===== src/rtl/pdp_mc_controller.sv =====
// Multicycle control unit for the PDP-style accumulator processor: fetch, decode,
// chained indirect, execute, run/halt and a sticky fault on illegal op, deep indirection or memory timeout.
module pdp_mc_controller #(
    parameter int OPW        = 3,
    parameter int IND_LEVELS = 1,
    parameter int WAIT_MAX   = 15
) (
    input  logic           clk,
    input  logic           rst,
    input  logic           start,
    input  logic [OPW-1:0] op,
    input  logic           i_bit,
    input  logic           ind_chain,
    input  logic           hlt_bit,
    input  logic           mem_ready,
    output logic           mem_read,
    output logic           mem_write,
    output logic [1:0]     mem_src,
    output logic           ld_ir,
    output logic           ld_ea,
    output logic           ea_src,
    output logic           ld_mdr,
    output logic           alu_src_a,
    output logic [1:0]     alu_src_b,
    output logic [1:0]     alu_fnc,
    output logic           ld_pc,
    output logic [1:0]     pc_src,
    output logic           ld_pc_cond,
    output logic           ld_acc,
    output logic           ld_cy,
    output logic           clr_acc,
    output logic [1:0]     write_src,
    output logic           busy,
    output logic           halted,
    output logic           fault
);

    localparam int DW  = (IND_LEVELS < 1) ? 1 : $clog2(IND_LEVELS + 1);
    localparam int WCW = (WAIT_MAX < 1) ? 1 : $clog2(WAIT_MAX + 1);

    localparam logic [2:0] OP_AND = 3'd0;
    localparam logic [2:0] OP_TAD = 3'd1;
    localparam logic [2:0] OP_ISZ = 3'd2;
    localparam logic [2:0] OP_DCA = 3'd3;
    localparam logic [2:0] OP_JMS = 3'd4;
    localparam logic [2:0] OP_JMP = 3'd5;
    localparam logic [2:0] OP_IOT = 3'd6;
    localparam logic [2:0] OP_OPR = 3'd7;

    typedef enum logic [2:0] {
        S_IDLE, S_FETCH, S_DECODE, S_IND, S_EXEC1, S_EXEC2, S_HALT, S_FAULT
    } state_t;

    typedef struct packed {
        logic       mem_read;
        logic       mem_write;
        logic [1:0] mem_src;
        logic       ld_ir;
        logic       ld_ea;
        logic       ea_src;
        logic       ld_mdr;
        logic       alu_src_a;
        logic [1:0] alu_src_b;
        logic [1:0] alu_fnc;
        logic       ld_pc;
        logic [1:0] pc_src;
        logic       ld_pc_cond;
        logic       ld_acc;
        logic       ld_cy;
        logic       clr_acc;
        logic [1:0] write_src;
        logic       busy;
        logic       halted;
        logic       fault;
    } ctl_t;

    state_t         state_r, state_s;
    logic [DW-1:0]  depth_r, depth_s;
    logic [WCW-1:0] wait_cnt_r, wait_cnt_s;
    logic [2:0]     op_q_r, op_q_s;
    logic           mem_acc_s;
    logic           illegal_s;
    logic [2:0]     op_lo_s;
    ctl_t           ctl_s, out_s;

    assign op_lo_s = op[2:0];

    if (OPW > 3) begin : g_wide_op
        assign illegal_s = |op[OPW-1:3];
    end else begin : g_narrow_op
        assign illegal_s = 1'b0;
    end

    // State, indirect depth, wait counter and latched opcode
    always_ff @(posedge clk) begin
        if (rst) begin
            state_r    <= S_IDLE;
            depth_r    <= '0;
            wait_cnt_r <= '0;
            op_q_r     <= 3'd0;
        end else begin
            state_r    <= state_s;
            depth_r    <= depth_s;
            wait_cnt_r <= wait_cnt_s;
            op_q_r     <= op_q_s;
        end
    end

    // Next-state and control decode; ld_* strobes tied to a memory access fire only on the ready cycle
    always_comb begin
        state_s   = state_r;
        depth_s   = depth_r;
        op_q_s    = op_q_r;
        mem_acc_s = 1'b0;
        ctl_s     = '0;
        case (state_r)
            S_IDLE: begin
                if (start) state_s = S_FETCH;
                else       state_s = S_IDLE;
            end
            S_FETCH: begin
                ctl_s.mem_read = 1'b1;
                ctl_s.mem_src  = 2'b00;
                mem_acc_s      = 1'b1;
                if (mem_ready) begin
                    ctl_s.ld_ir = 1'b1;
                    state_s     = S_DECODE;
                end else begin
                    state_s     = S_FETCH;
                end
            end
            S_DECODE: begin
                ctl_s.ld_pc  = 1'b1;
                ctl_s.pc_src = 2'b00;
                ctl_s.ld_ea  = 1'b1;
                ctl_s.ea_src = 1'b0;
                op_q_s       = op_lo_s;
                if (illegal_s) begin
                    state_s = S_FAULT;
                end else if (i_bit && (op_lo_s <= OP_JMP)) begin
                    state_s = S_IND;
                    depth_s = DW'(1);
                end else if (op_lo_s == OP_IOT) begin
                    state_s = S_FETCH;
                end else begin
                    state_s = S_EXEC1;
                end
            end
            S_IND: begin
                ctl_s.mem_read = 1'b1;
                ctl_s.mem_src  = 2'b01;
                mem_acc_s      = 1'b1;
                if (mem_ready) begin
                    ctl_s.ld_ea  = 1'b1;
                    ctl_s.ea_src = 1'b1;
                    if (!ind_chain)                  state_s = S_EXEC1;
                    else if (depth_r < DW'(IND_LEVELS)) depth_s = depth_r + DW'(1);
                    else                             state_s = S_FAULT;
                end else begin
                    state_s = S_IND;
                end
            end
            S_EXEC1: begin
                case (op_q_r)
                    OP_AND, OP_TAD: begin
                        ctl_s.mem_read = 1'b1;
                        ctl_s.mem_src  = 2'b01;
                        ctl_s.alu_fnc  = (op_q_r == OP_TAD) ? 2'b01 : 2'b00;
                        mem_acc_s      = 1'b1;
                        if (mem_ready) begin
                            ctl_s.ld_acc = 1'b1;
                            ctl_s.ld_cy  = (op_q_r == OP_TAD);
                            state_s      = S_FETCH;
                        end else begin
                            state_s      = S_EXEC1;
                        end
                    end
                    OP_ISZ: begin
                        ctl_s.mem_read = 1'b1;
                        ctl_s.mem_src  = 2'b01;
                        mem_acc_s      = 1'b1;
                        if (mem_ready) begin
                            ctl_s.ld_mdr = 1'b1;
                            state_s      = S_EXEC2;
                        end else begin
                            state_s      = S_EXEC1;
                        end
                    end
                    OP_DCA, OP_JMS: begin
                        ctl_s.mem_write = 1'b1;
                        ctl_s.mem_src   = 2'b01;
                        ctl_s.write_src = (op_q_r == OP_JMS) ? 2'b01 : 2'b00;
                        mem_acc_s       = 1'b1;
                        if (mem_ready) begin
                            ctl_s.clr_acc = (op_q_r == OP_DCA);
                            state_s       = (op_q_r == OP_JMS) ? S_EXEC2 : S_FETCH;
                        end else begin
                            state_s       = S_EXEC1;
                        end
                    end
                    OP_JMP: begin
                        ctl_s.ld_pc  = 1'b1;
                        ctl_s.pc_src = 2'b01;
                        state_s      = S_FETCH;
                    end
                    OP_OPR: begin
                        ctl_s.ld_acc  = 1'b1;
                        ctl_s.alu_fnc = 2'b11;
                        if (hlt_bit) state_s = S_HALT;
                        else         state_s = S_FETCH;
                    end
                    default: state_s = S_FETCH;
                endcase
            end
            S_EXEC2: begin
                case (op_q_r)
                    OP_ISZ: begin
                        ctl_s.mem_write = 1'b1;
                        ctl_s.mem_src   = 2'b01;
                        ctl_s.write_src = 2'b10;
                        ctl_s.alu_fnc   = 2'b10;
                        mem_acc_s       = 1'b1;
                        if (mem_ready) begin
                            ctl_s.ld_pc_cond = 1'b1;
                            state_s          = S_FETCH;
                        end else begin
                            state_s          = S_EXEC2;
                        end
                    end
                    OP_JMS: begin
                        ctl_s.ld_pc  = 1'b1;
                        ctl_s.pc_src = 2'b10;
                        state_s      = S_FETCH;
                    end
                    default: state_s = S_FETCH;
                endcase
            end
            S_HALT: begin
                ctl_s.halted = 1'b1;
                if (start) state_s = S_FETCH;
                else       state_s = S_HALT;
            end
            S_FAULT: begin
                ctl_s.fault = 1'b1;
                state_s     = S_FAULT;
            end
            default: state_s = S_FAULT;
        endcase

        // A stalled access times out after WAIT_MAX idle cycles; a ready on the last cycle still completes
        if (mem_acc_s && !mem_ready) begin
            if (wait_cnt_r == WCW'(WAIT_MAX)) begin
                state_s    = S_FAULT;
                wait_cnt_s = '0;
            end else begin
                wait_cnt_s = wait_cnt_r + WCW'(1);
            end
        end else begin
            wait_cnt_s = '0;
        end

        ctl_s.busy = (state_r != S_IDLE) && (state_r != S_HALT) && (state_r != S_FAULT);
    end

    // Reset forces every strobe low immediately, cancelling any in-flight access
    always_comb begin
        if (rst) out_s = '0;
        else     out_s = ctl_s;
    end

    assign mem_read   = out_s.mem_read;
    assign mem_write  = out_s.mem_write;
    assign mem_src    = out_s.mem_src;
    assign ld_ir      = out_s.ld_ir;
    assign ld_ea      = out_s.ld_ea;
    assign ea_src     = out_s.ea_src;
    assign ld_mdr     = out_s.ld_mdr;
    assign alu_src_a  = out_s.alu_src_a;
    assign alu_src_b  = out_s.alu_src_b;
    assign alu_fnc    = out_s.alu_fnc;
    assign ld_pc      = out_s.ld_pc;
    assign pc_src     = out_s.pc_src;
    assign ld_pc_cond = out_s.ld_pc_cond;
    assign ld_acc     = out_s.ld_acc;
    assign ld_cy      = out_s.ld_cy;
    assign clr_acc    = out_s.clr_acc;
    assign write_src  = out_s.write_src;
    assign busy       = out_s.busy;
    assign halted     = out_s.halted;
    assign fault      = out_s.fault;

endmodule


===== config.mk =====
export PLATFORM = sky130hd
export DESIGN_NAME = pdp_mc_controller
export DESIGN_NICKNAME = d
export VERILOG_FILES = /design/src/rtl/pdp_mc_controller.sv
export SDC_FILE = /design/constraint.sdc
export NUM_CORES = 1
export LEC_CHECK = 0
export BUFFER_PORTS_ARGS = -buffer_cell sky130_fd_sc_hd__buf_2
export CAP_MARGIN = 0
export CORE_MARGIN = 1
export CORE_UTILIZATION = 53
export DETAILED_ROUTE_END_ITERATION = 8
export GPL_TIMING_DRIVEN = 0
export PLACE_DENSITY = 0.84
export RECOVER_POWER = 50
export SLEW_MARGIN = 10
export SYNTH_ARGS = -nofsm -noshare
export SYNTH_HDL_FRONTEND = slang
export SYNTH_SLANG_ARGS = --single-unit

===== constraint.sdc =====
create_clock -name clk -period 3.9 [get_ports clk]
set_input_delay 0 -clock clk [delete_from_list [all_inputs] [get_ports clk]]
set_output_delay 0 -clock clk [all_outputs]
set_load 0.02 [all_outputs]

==> flow_summary.toml <==
[sta]
max-slew-margin-rel = 0.5875
period_needed_ns = 2.114
skew_ns = 0.002372
fmax_mhz = 473.0
hold_viol_final = 0
final-max-slew-violation-count = 0
fin_setup_tns_ns = 0
rsz0062_at_grt = "no"
whs_ns = 0.1467
period_share = 0.5421
setup_viol = 0
worstMarginPinSlew_ns = 0.6123

[power_and_ir_drop]
peakVddDrop_v = 0.0002181
leakage_nw = 0.5348
power_density_nw_per_um2 = 210.0
finalPower_w = 0.0002601

[clock_network]
numCtsBuffers = 3
path_clk_slew_ns = 0.07
clock_sinks = 11
htreeDepth = 1
cts_buffer_depth = 2
clk_latency_ns = 0.26
cts_resized = 0
cts_root_buffer = "clkbuf_4"
cts_tree = "yes"

[floorplan]
die_width_um = 45.68
core_area_um2 = 1764
fp.dieH_um = 45.68
boundaryPins = 35
rows = 15
start_util = 0.5730
die_area_um2 = 2086

[global_routing]
grt_overflow = 0
grt_pass1_vias = 970
grt_use_met1 = 0.3518
grt_usage = 0.2638
grt_busiest_layer = "met2"
antenna_found_initial = 0
use_met2 = 0.4400
use_met3 = 0.03571
grt_max_degree = 11
grt_pass1_wl_um = 4036

[job]
maxCapViolations = 0

[final_layout]
area_delta_synth_final_pct = 22.52
antenna_cells = 0
nets = 200
drive_above_1_share = 0.1915

[synth]
ys_top_cells_by_count = "24 x nor2_1, 11 x dfxtp_1, 10 x nand2_1, 10 x nor3_1, 8 x nand2b_1"
ys_seq_area_frac = 0.2178
synth_edf_count = 0
synth_cell_types = 40
synth_area_leaders = "dfxtp_1 22%, nor2_1 8.9%, nand2b_1 5.0%"
synth_top_area_frac = 0.2178
synth_ff_type = "dfxtp_1"
syn_area_um2 = 1011
yosys_warnings = 0
syn_area_per_cell_um2 = 6.785
synth_cells = 149
yosys_register_bits = 11
async_flop_share = 0
synth.largest_area_cell = "dfxtp_1"
yosysMostFrequentCell = "nor2_1"

[detailed_routing]
drtIter0Drc = 46
postRouteAntennaNets = 0
drt-wirelength-per-cell_um = 11.72
dr.pass1.iters = 4
drc_errors = 0
via_per_inst = 5.545
vias = 1181
wirelength_um = 2496

[critical_path]
r2r-start = "state_r[2]"
reg2reg_depth = 6
arrival_ns = 2.26
r2r_end = "state_r[2]"
crit_required_ns = 4.05
ff2ff_setup_slack_ns = 1.79
crit_path_start_kind = "flop"
startpoint = "state_r[2]"
cp_max_fo = 10
endpoint = "state_r[2]"
setup.worst_path.end_class = "flop"
path_class = "flop to flop"

[hold_path]
worstHoldPathType = "input pin to flop"
min_from = "ind_chain"

[placement]
place.gp.congestion = 0.8942
io_buffers = 29
hpwl_um = 1914

[status]
status = "complete, no violations"
[cell families (layout without fill, tap and decap cells)]
kind of cell,count (synthesis),after routing,synth area share
and+or+nand+nor,78,78,0.3923
AOI/OAI and AO/OA,30,30,0.2017
buffers and inverters,21,57,0.1052
xor gates and xnor gates,3,3,0.02599
other,1,4,0.003709
DFF,11,11,0.2178
muxes,4,4,0.04084
adders and majority gates,1,1,0.01237
[metal layers]
layer,routed length [um],vias up,share of wire
li1,-,593,-
met1,1020,531,0.41
met2,1236,55,0.50
met3,226,2,0.091
met4,12,0,0.0048
met5,0,-,0
[layout make-up]
| type | count | area (um^2) |
|---|---|---|
| flip-flops and latches | 11 | 220.2 |
| well taps | 25 | 31.28 |
| fillers | 177 | 525.5 |
| inverters | 4 | 15.01 |
| plain buffers | 17 | 85.08 |
| multi-input cells | 120 | 691.9 |
| clock buffers | 4 | 26.28 |
| repair buffers | 32 | 168.9 |
[where the power goes]
group	internal [W]	switching, W	leakage, nW	total (W)
logic	0.0000255	0.0000410	0.431	0.0000665
clock network	0.0000395	0.0000364	0.0150	0.0000759
registers	0.000115	0.00000279	0.0891	0.000118
total	0.000180	0.0000802	0.535	0.000260
[what timing repair did]
| item | CTS | global route |
|---|---|---|
| setup buffers | 0 | 0 |
| hold endpoints to repair | 3 | 0 |
| hold buffers | 3 | 0 |
[state kept, by name, summed over array words and instances (netlist names)]
register and count:
wait_cnt_r 4, op_q_r 3, state_r 3, depth_r 1
[metrics by stage]
step                instance area (um^2)  setup WS [ns]  std cells  utilization
floorplan                           1022          2.170        152            -
global placement                    1199          2.301        206       0.6794
detailed placement                  1199          2.253        206       0.6794
CTS                                 1255          2.078        213       0.7113
global route                        1239          1.587        213       0.7021
finish                              1239          1.786        213       0.7021
[how the worst min path moves through the flow]
stage / to / slack (ns) / cells past startpoint
floorplan: op_q_r[0] / 0.15 / 2
global placement: op_q_r[0] / 0.25 / 3
detailed placement: op_q_r[1] / 0.26 / 3
CTS: wait_cnt_r[2] / 0.08 / 4
global route: depth_r / 0.20 / 5
finish: depth_r / 0.15 / 5
[cells in the final DEF (no fill, tap or decap), drive strengths merged, types with 2 or more instances in the layout]
cell and n:
mux2i 3, xnor2 2, conb 4, a31oi 5, buf 31, dlygate4sd3 3
nand2 10, nand3 3, o22ai 2, nor3 10, nand2b 8, dfxtp 11
nand3b 4, clkbuf 19, a21oi 4, and2 2, o211ai 3, and3 3
o21ai 5, nor3b 4, a21o 3, nor4 3, inv 4, nor2 24
nor2b 4
[worst max-delay path, stage by stage (launching register included)]
cell and delay (ns):
dfxtp_1 0.36, clkbuf_1 0.31, nor2b_1 0.18, a21o_1 0.20, o21ai_0 0.50, nor2_1 0.11
or3_1 0.35
(Power assumes the default switching activity.)
